## src/rtl/hash_pkg.sv

```systemverilog
// Shared types and constants for the hash feeder: FSM state encoding,
// the on-loop threshold and the WAIT timeout length.
package hash_pkg;

   typedef enum logic [2:0] {
      StIdle,
      StSend,
      StGap,
      StWait,
      StDone
   } state_e;

   localparam logic [7:0] HASH_LOOP_THRESH = 8'd12;
   localparam logic [7:0] TIMEOUT_CYCLES   = 8'd255;

endpackage

```

## src/rtl/hash_keybuf.sv

```systemverilog
// Key byte buffer: one synchronous write port, one asynchronous read port.
// Contents are deliberately not reset.
module hash_keybuf #(
   parameter int unsigned Depth = 250
) (
   input  logic       CLK,
   input  logic       wr_en,
   input  logic [7:0] wr_addr,
   input  logic [7:0] wr_data,
   input  logic [7:0] rd_addr,
   output logic [7:0] rd_data
);

   logic [7:0] mem [Depth];

   always_ff @(posedge CLK) begin
      if (wr_en) begin
         mem[wr_addr] <= wr_data;
      end
   end

   assign rd_data = ({24'd0, rd_addr} < Depth) ? mem[rd_addr] : 8'h00;

endmodule

```

## src/rtl/hash_feeder.sv

```systemverilog
// Streams a buffered key byte-by-byte into a hash core and collects the digest.
// Define HASH_FEEDER_TIMEOUT_EN to abort WAIT with err after TIMEOUT_CYCLES cycles.
module hash_feeder
   import hash_pkg::*;
#(
   parameter int unsigned MAXLEN = 250
) (
   input  logic        CLK,
   input  logic        RST,
   input  logic        wr_en,
   input  logic [7:0]  wr_addr,
   input  logic [7:0]  wr_data,
   input  logic        start,
   input  logic [7:0]  key_length,
   input  logic [7:0]  interval,
   output logic        hash_enable,
   output logic        hash_onloop,
   output logic [7:0]  hash_wcount,
   output logic [7:0]  hash_word,
   output logic [7:0]  hash_key_length,
   output logic [7:0]  hash_interval,
   input  logic        hash_valid,
   input  logic [31:0] hash_hashkey,
   output logic        busy,
   output logic        done,
   output logic        err,
   output logic [31:0] result
);

   state_e      state_q, state_d;
   logic [7:0]  idx_q, idx_d;
   logic [7:0]  gap_q, gap_d;
   logic [7:0]  klen_q, klen_d;
   logic [7:0]  intv_q, intv_d;
   logic [31:0] result_q, result_d;
   logic        err_q, err_d;
`ifdef HASH_FEEDER_TIMEOUT_EN
   logic [7:0]  tmo_q, tmo_d;
`endif

   logic       len_ok;
   logic       buf_we;
   logic [7:0] rd_data;
   logic [7:0] remaining;

   assign len_ok    = (key_length != 8'd0) && ({24'd0, key_length} <= MAXLEN);
   assign busy      = (state_q == StSend) || (state_q == StGap) || (state_q == StWait);
   assign buf_we    = wr_en && !busy && ({24'd0, wr_addr} < MAXLEN);
   assign remaining = klen_q - idx_q;

   hash_keybuf #(
      .Depth (MAXLEN)
   ) u_keybuf (
      .CLK     (CLK),
      .wr_en   (buf_we),
      .wr_addr (wr_addr),
      .wr_data (wr_data),
      .rd_addr (idx_q),
      .rd_data (rd_data)
   );

   always_comb begin
      state_d  = state_q;
      idx_d    = idx_q;
      gap_d    = gap_q;
      klen_d   = klen_q;
      intv_d   = intv_q;
      result_d = result_q;
      err_d    = 1'b0;
`ifdef HASH_FEEDER_TIMEOUT_EN
      tmo_d    = tmo_q;
`endif
      unique case (state_q)
         StIdle: begin
            if (start) begin
               if (len_ok) begin
                  klen_d  = key_length;
                  intv_d  = interval;
                  idx_d   = 8'd0;
                  state_d = StSend;
               end else begin
                  err_d = 1'b1;
               end
            end
         end
         StSend: begin
            if (idx_q == klen_q - 8'd1) begin
               state_d = StWait;
`ifdef HASH_FEEDER_TIMEOUT_EN
               tmo_d   = 8'd0;
`endif
            end else begin
               idx_d = idx_q + 8'd1;
               if (intv_q != 8'd0) begin
                  gap_d   = intv_q;
                  state_d = StGap;
               end else begin
                  state_d = StSend;
               end
            end
         end
         StGap: begin
            // gap_q counts the idle cycles still to spend, including this one
            if (gap_q == 8'd1) begin
               state_d = StSend;
            end else begin
               gap_d = gap_q - 8'd1;
            end
         end
         StWait: begin
            if (hash_valid) begin
               result_d = hash_hashkey;
               state_d  = StDone;
            end
`ifdef HASH_FEEDER_TIMEOUT_EN
            else if (tmo_q == TIMEOUT_CYCLES - 8'd1) begin
               err_d   = 1'b1;
               state_d = StIdle;
            end else begin
               tmo_d = tmo_q + 8'd1;
            end
`endif
         end
         StDone: begin
            state_d = StIdle;
         end
         default: begin
            state_d = StIdle;
         end
      endcase
   end

   always_ff @(posedge CLK or negedge RST) begin
      if (!RST) begin
         state_q  <= StIdle;
         idx_q    <= 8'd0;
         gap_q    <= 8'd0;
         klen_q   <= 8'd0;
         intv_q   <= 8'd0;
         result_q <= 32'd0;
         err_q    <= 1'b0;
`ifdef HASH_FEEDER_TIMEOUT_EN
         tmo_q    <= 8'd0;
`endif
      end else begin
         state_q  <= state_d;
         idx_q    <= idx_d;
         gap_q    <= gap_d;
         klen_q   <= klen_d;
         intv_q   <= intv_d;
         result_q <= result_d;
         err_q    <= err_d;
`ifdef HASH_FEEDER_TIMEOUT_EN
         tmo_q    <= tmo_d;
`endif
      end
   end

   always_comb begin
      hash_enable = (state_q == StSend);
      hash_word   = hash_enable ? rd_data : 8'h00;
      hash_wcount = hash_enable ? remaining : klen_q;
      hash_onloop = hash_enable && (remaining > HASH_LOOP_THRESH);
   end

   assign hash_key_length = klen_q;
   assign hash_interval   = intv_q;
   assign done            = (state_q == StDone);
   assign err             = err_q;
   assign result          = result_q;

endmodule

```

## config.mk

```make
export PLATFORM = sky130hd
export DESIGN_NAME = hash_feeder
export DESIGN_NICKNAME = d
export VERILOG_FILES = /design/src/rtl/hash_pkg.sv /design/src/rtl/hash_keybuf.sv /design/src/rtl/hash_feeder.sv
export SDC_FILE = /design/constraint.sdc
export NUM_CORES = 2
export LEC_CHECK = 0
export ABC_CLOCK_PERIOD_IN_PS = 4900
export CAP_MARGIN = 10
export CORE_AREA = 2 2 453 455
export CTS_BUF_LIST = sky130_fd_sc_hd__clkbuf_4
export CTS_CLUSTER_DIAMETER = 100
export DETAILED_ROUTE_END_ITERATION = 10
export DIE_AREA = 0 0 455 457
export GPL_TIMING_DRIVEN = 1
export REMOVE_ABC_BUFFERS = 1
export SLEW_MARGIN = 20
export SYNTH_ARGS = -nofsm -noshare
export SYNTH_HDL_FRONTEND = slang
export SYNTH_SLANG_ARGS = --single-unit
```

## constraint.sdc

```tcl
create_clock -name CLK -period 4.9 [get_ports CLK]
set_input_delay 0.98 -clock CLK [delete_from_list [all_inputs] [get_ports CLK]]
set_output_delay 0.98 -clock CLK [all_outputs]
set_load 0.1 [all_outputs]
```

* Word-level counts from Yosys, hierarchy flattened
Memory sizes are Yosys's and may differ from the RTL's.
Index checks and enable logic that the tools add are counted.
** Cells by class
- Eq/ne operators :: 13
- Mux-type cells :: 23
- Reduce and logical (&&, ||, !) cells :: 17
- Add/subtract/negate cells :: 4
- Magnitude comparators :: 4
** Operator list (number)
- $mux W8 :: 9
- $pmux W8 S2 :: 2
- $lt A8 B8 Y1 const B :: 2
- $reduce_bool A8 Y1 :: 2
- $sub A8 B1 Y8 const B :: 2
- $mux W3 :: 4
- $pmux W3 S4 :: 1
- $reduce_and A4 Y1 :: 3
- $ne A2 B2 Y1 const B :: 5
- $add A8 B1 Y8 const B :: 1
- $eq A8 B1 Y1 const B :: 1
- $eq A8 B8 Y1 :: 1
- $gt A8 B4 Y1 const B :: 1
- $le A8 B8 Y1 const B :: 1
- $sub A8 B8 Y8 :: 1
- $eq A3 B2 Y1 const B :: 2
- $mux W1 :: 5
- $logic_and A1 B1 Y1 :: 4
- $mux W2 :: 2
- $ne A2 B1 Y1 const B :: 2
- $reduce_bool A2 Y1 :: 2
- $eq A3 B1 Y1 const B :: 1
- $eq A3 B3 Y1 const B :: 1
- $logic_not A3 Y1 :: 1
- other kinds (4) :: 5
** Storage, ports and cells
- Input bits :: 69
- Flip-flop bits (word level) :: 68
- Memories :: 1
- Bits in writable memories :: 2000
** Memory list
- u_keybuf.mem :: words 250, bits a word 8, rd ports 1, clocked after memory_dff 0, wr ports 1, RTL line hash_keybuf.sv:14 : logic [7:0] mem [Depth];

* Logic depth before layout (Yosys ltp)
- Depth in word-level cells :: 8
- Gate-level depth with buffers :: 13
- Mapped depth without buffers :: 11

* Cells and area by module
Synthesis repeated with hierarchy kept, for this count alone.
** Second synthesis, totals
- Cell total of the unflattened synthesis :: 4208
- Area total of the unflattened synthesis :: 81673.3 µm²
** By module, submodules not included
- hash_keybuf :: instances 1, area an instance 77954.8 µm², seq. area each 60057.6 µm², cells each 3759
- hash_feeder :: instances 1, area an instance 3718.6 µm², seq. area each 1701.6 µm², cells each 449

* Worst setup path before layout
No wires, ideal clock.
- Path kind :: register to output
- From :: register idx_q[0]
- To :: output hash_word[7]
- Arrival :: 4949 ps
- Stages on the path, launching flop included :: 10
- Path buffers :: 5
- Path slack :: -1029 ps
- Required time :: 3920 ps
- Cell sequence :: dfrtp_1 buf_6 buf_6 buf_4 buf_6 buf_4 nor2_1 a2111oi_0 nor4_1 o41ai_1
** Between the ends
- Word-level cells in the longest chain between the ends :: 3
- Elaborated cells between the ends (all ways) :: 4
** Ends and longest elaborated chain
- start: declaration :: RTL line hash_feeder.sv:31 : logic [7:0] idx_q, idx_d;
- start signal: assignment :: RTL line hash_feeder.sv:147 : idx_q <= idx_d;
- $mem_v2 Z250 W8 or $lt A8 B8 Y1 (tied branches)
- $mux W8 (*) :: RTL line hash_keybuf.sv:22 : assign rd_data = ({24'd0, rd_addr} < Depth) ? mem[rd_addr] : 8'h00;
- $mux W8 (*) :: RTL line hash_feeder.sv:161 : hash_word = hash_enable ? rd_data : 8'h00;
- end: declaration :: RTL line hash_feeder.sv:19 : output logic [7:0] hash_word,
Mark *: on every way between the ends. The rest lies on a longest branch, timed or not.

* Worst setup path in the final report
- From :: register idx_q[0]
- To :: output hash_word[1]
Same word-level chain as after synthesis.

==> impl_metrics.tcl <==
set metrics [dict create \
    drt_first_pass_iters 6 \
    reg2reg_from "idx_q[4]" \
    post_synth_num_cell_types 76 \
    leakage_nw 32.4 \
    peakVddDrop_mv 0.459 \
    wire_length_per_cell_um 29.1 \
    worst_setup_path_start_kind "flop" \
    power.density_mw_per_mm2 523 \
    cts.path.max_buffers 4 \
    synth_edf_count 2000 \
    grt_pass1_wl_mm 333 \
    grt_pass1_vias 46477 \
    post-layout-total-power_w 0.0515 \
    critPathMaxFanout 8 \
    async_flop_share_pct 3.29 \
    hold_slack_ps 213 \
    synth-main-ff-cell "edfxtp_1" \
    antenna_violations_before_repair 7 \
    outcome "complete, but fails checks" \
    top_library_cells_by_usage_in_the_layout_fill_and_taps_aside "edfxtp_1 (2,000), clkbuf_4 (790), buf_4 (505)" \
    achievable-frequency_mhz 179 \
    antenna_violating_nets_post_route 0 \
    numPortBuffers 137 \
    worst_slack_ps -696 \
    setup-tns-final_ps -5410 \
    worst_min_delay_path_category "input port to flop" \
    gp_congestion 0.876 \
    register_area_mm2 0.0618 \
    cts.htree.levels 6 \
    grt.overflow.total 0 \
    tritoncts_clock_tree "yes" \
    synth_register_bits 2068 \
    maximum_number_of_pins_on_one_net_before_global_route_repair 171 \
    numCtsBuffers 551 \
    failed_checks "negative setup slack" \
    end_kind "output pin" \
    worst_hold_path.num_cells 2 \
    cts.clk_slew.worst_paths_ps 60 \
    synth_warnings 0 \
    worst_hold_path.endpoint "result[10]" \
    rsz0062_at_grt "yes" \
    die_h_um 457 \
    setup.worst_path.class "flop to output pin" \
    design.die.area_mm2 0.208 \
    cts_root_buf "clkbuf_4" \
    drc 0 \
    final_period_minus_worst_setup_slack_ps 5600 \
    detailed_place_hpwl_mm 144 \
    post_route_cells_drive_above_1_share_pct 39.2 \
    slew_viol_final 0 \
    num-nets-final 5164 \
    synth_top_area_cell "edfxtp_1" \
    slew_headroom_pct 21.2 \
    worst_skew_pair.late_latency_ps 1420 \
    worstMarginPinSlew_ps 1180 \
    initial_core_util_pct 39.8 \
    mappedNetlistArea_mm2 0.0810 \
    wl_mm 237 \
    final_min_period_over_clock_period_pct 114 \
    ios 138 \
    viasPerCell 5.66 \
    routed_via_count 46110 \
    postSynthCellCount 4012 \
    yosysSeqAreaShare_pct 76.3 \
    rows 166 \
    clock_skew_ps 81.5 \
    layout.cells.most_common "edfxtp_1" \
    maxCapViolations 0 \
    min_from "hash_hashkey[10]" \
    reg2reg_slack_ps 1570 \
    timing.critical_path.arrival_ps 4620 \
    cts_num_sinks 2068 \
    final_hold_viol_count 0 \
    drt-initial-drc-count 5694 \
    num-fill-cells 16830 \
    standard_cell_core_area_mm2 0.203 \
    cp_data_required_time_ps 3920 \
    syn_area_per_cell_um2 20.2 \
    synth_top_cell_area_share_pct 74.1 \
    floorplan.die.width_um 455 \
    r2r-end "gap_q[1]" \
    timing.final.setup_violations 11 \
    utilization_pct 48.5 \
    r2r.worst_path.cells 8 \
    layout-area-overhead-vs-synth_pct 21.6 \
    multi_input_area_mm2 0.0189 \
    global_route.usage.total_pct 22.4 \
    ys_top_cells_by_area "edfxtp_1 (74%), mux4_2 (12%), dfrtp_1 (2.1%)" \
]
-- stage by stage --
stage / setup WS (ps) / instance area [µm²] / std cells
3_3_place_gp: -31.0 / 89000 / 7090
5_1_grt: -864 / 98500 / 8143
4_1_cts: -794 / 97300 / 8072
3_5_place_dp: -2.78 / 89000 / 7090
6_report: -696 / 98500 / 8147
2_1_floorplan: -22480 / 79700 / 3773
-- registers in the layout (all words and copies together) (netlist names) --
name	count
err	1
gap_q	8
hash_interval	8
hash_key_length	8
idx_q	8
result	32
state_q	3
u_keybuf.mem	2000
-- final cells by class --
class	instances	share of cell area, %
Clock inverter	125	0.739
Sequential cell	2068	62.7
Inverter	17	0.0737
Antenna cell	14	0.0356
Multi-Input combinational cell	1688	19.2
Tap cell	2688	3.41
Timing Repair Buffer	757	7.78
Clock buffer	790	6.02
-- routing by layer --
layer,vias to the layer above,track usage (%),routed length (µm)
li1,19113,-,-
met5,-,0,34
met1,24037,30.8,94300
met4,6,9.03,8160
met2,2499,34.8,113000
met3,455,4.68,21700
-- synth_stat cells, drive strengths merged (6+ instances only) --
library cell	number
and2	8
ha	11
o221ai	49
a21oi	94
nand2	106
mux2	62
a22o	20
o22ai	35
mux4	427
clkbuf	117
o21ai	43
a22oi	85
nand3b	6
nand2b	8
nand3	29
a31oi	14
dfrtp	68
a211oi	38
a221oi	24
nor4	15
nor2b	20
nor2	310
mux2i	163
inv	15
nor3b	6
buf	122
edfxtp	2000
nor3	29
o211ai	6
xnor2	11
a2111oi	9
-- worst max-delay path, stage by stage (launching register included) --
cell      delay (ps)
dfrtp_4          460
buf_12           160
buf_16           160
buf_16           170
buf_16           160
mux4_2           560
a22o_1           220
a211oi_2         280
a211o_1          210
a21oi_1          120
o41ai_2           90
buf_4            230
o221ai_2         100
buf_6            150
buf_12           160
-- cells by family (layout without fill, tap and decap cells) --
| kind of cell | count (synthesis) | in the layout | synth area share (%) |
|---|---|---|---|
| adders and majority gates | 12 | 12 | 0.195 |
| muxes | 652 | 652 | 14.7 |
| AOI/OAI and AO/OA | 455 | 455 | 3.98 |
| and+or+nand+nor | 553 | 553 | 2.96 |
| DFF | 2068 | 2068 | 76.3 |
| buffers and inverters | 256 | 1689 | 1.68 |
| other | 0 | 14 | 0 |
| xor gates and xnor gates | 16 | 16 | 0.182 |
-- worst max-delay path by stage --
stage | slack (ps) | from | end
3_3_place_gp | -30 | idx_q[0] | hash_word[0]
3_5_place_dp | -3 | idx_q[0] | hash_word[4]
2_1_floorplan | -22480 | idx_q[0] | hash_word[7]
5_1_grt | -860 | idx_q[1] | hash_word[4]
6_report | -700 | idx_q[0] | hash_word[1]
4_1_cts | -790 | idx_q[0] | hash_word[1]
-- timing repair --
item,4_1_cts,5_1_grt
endpoints found under the hold margin,69,0
hold buffers,2,0
gates cloned,9,5
pin swaps,38,38
gates resized for setup,185,117
buffers inserted,57,60
endpoints found under the setup margin,15,13
-- where the power goes --
group	internal (W)	switching (W)	leakage [nW]
registers	0.0197	0.000327	18.8
logic	0.00714	0.00955	9.60
clock network	0.00784	0.00697	4.01
(Power assumes the default switching activity.)
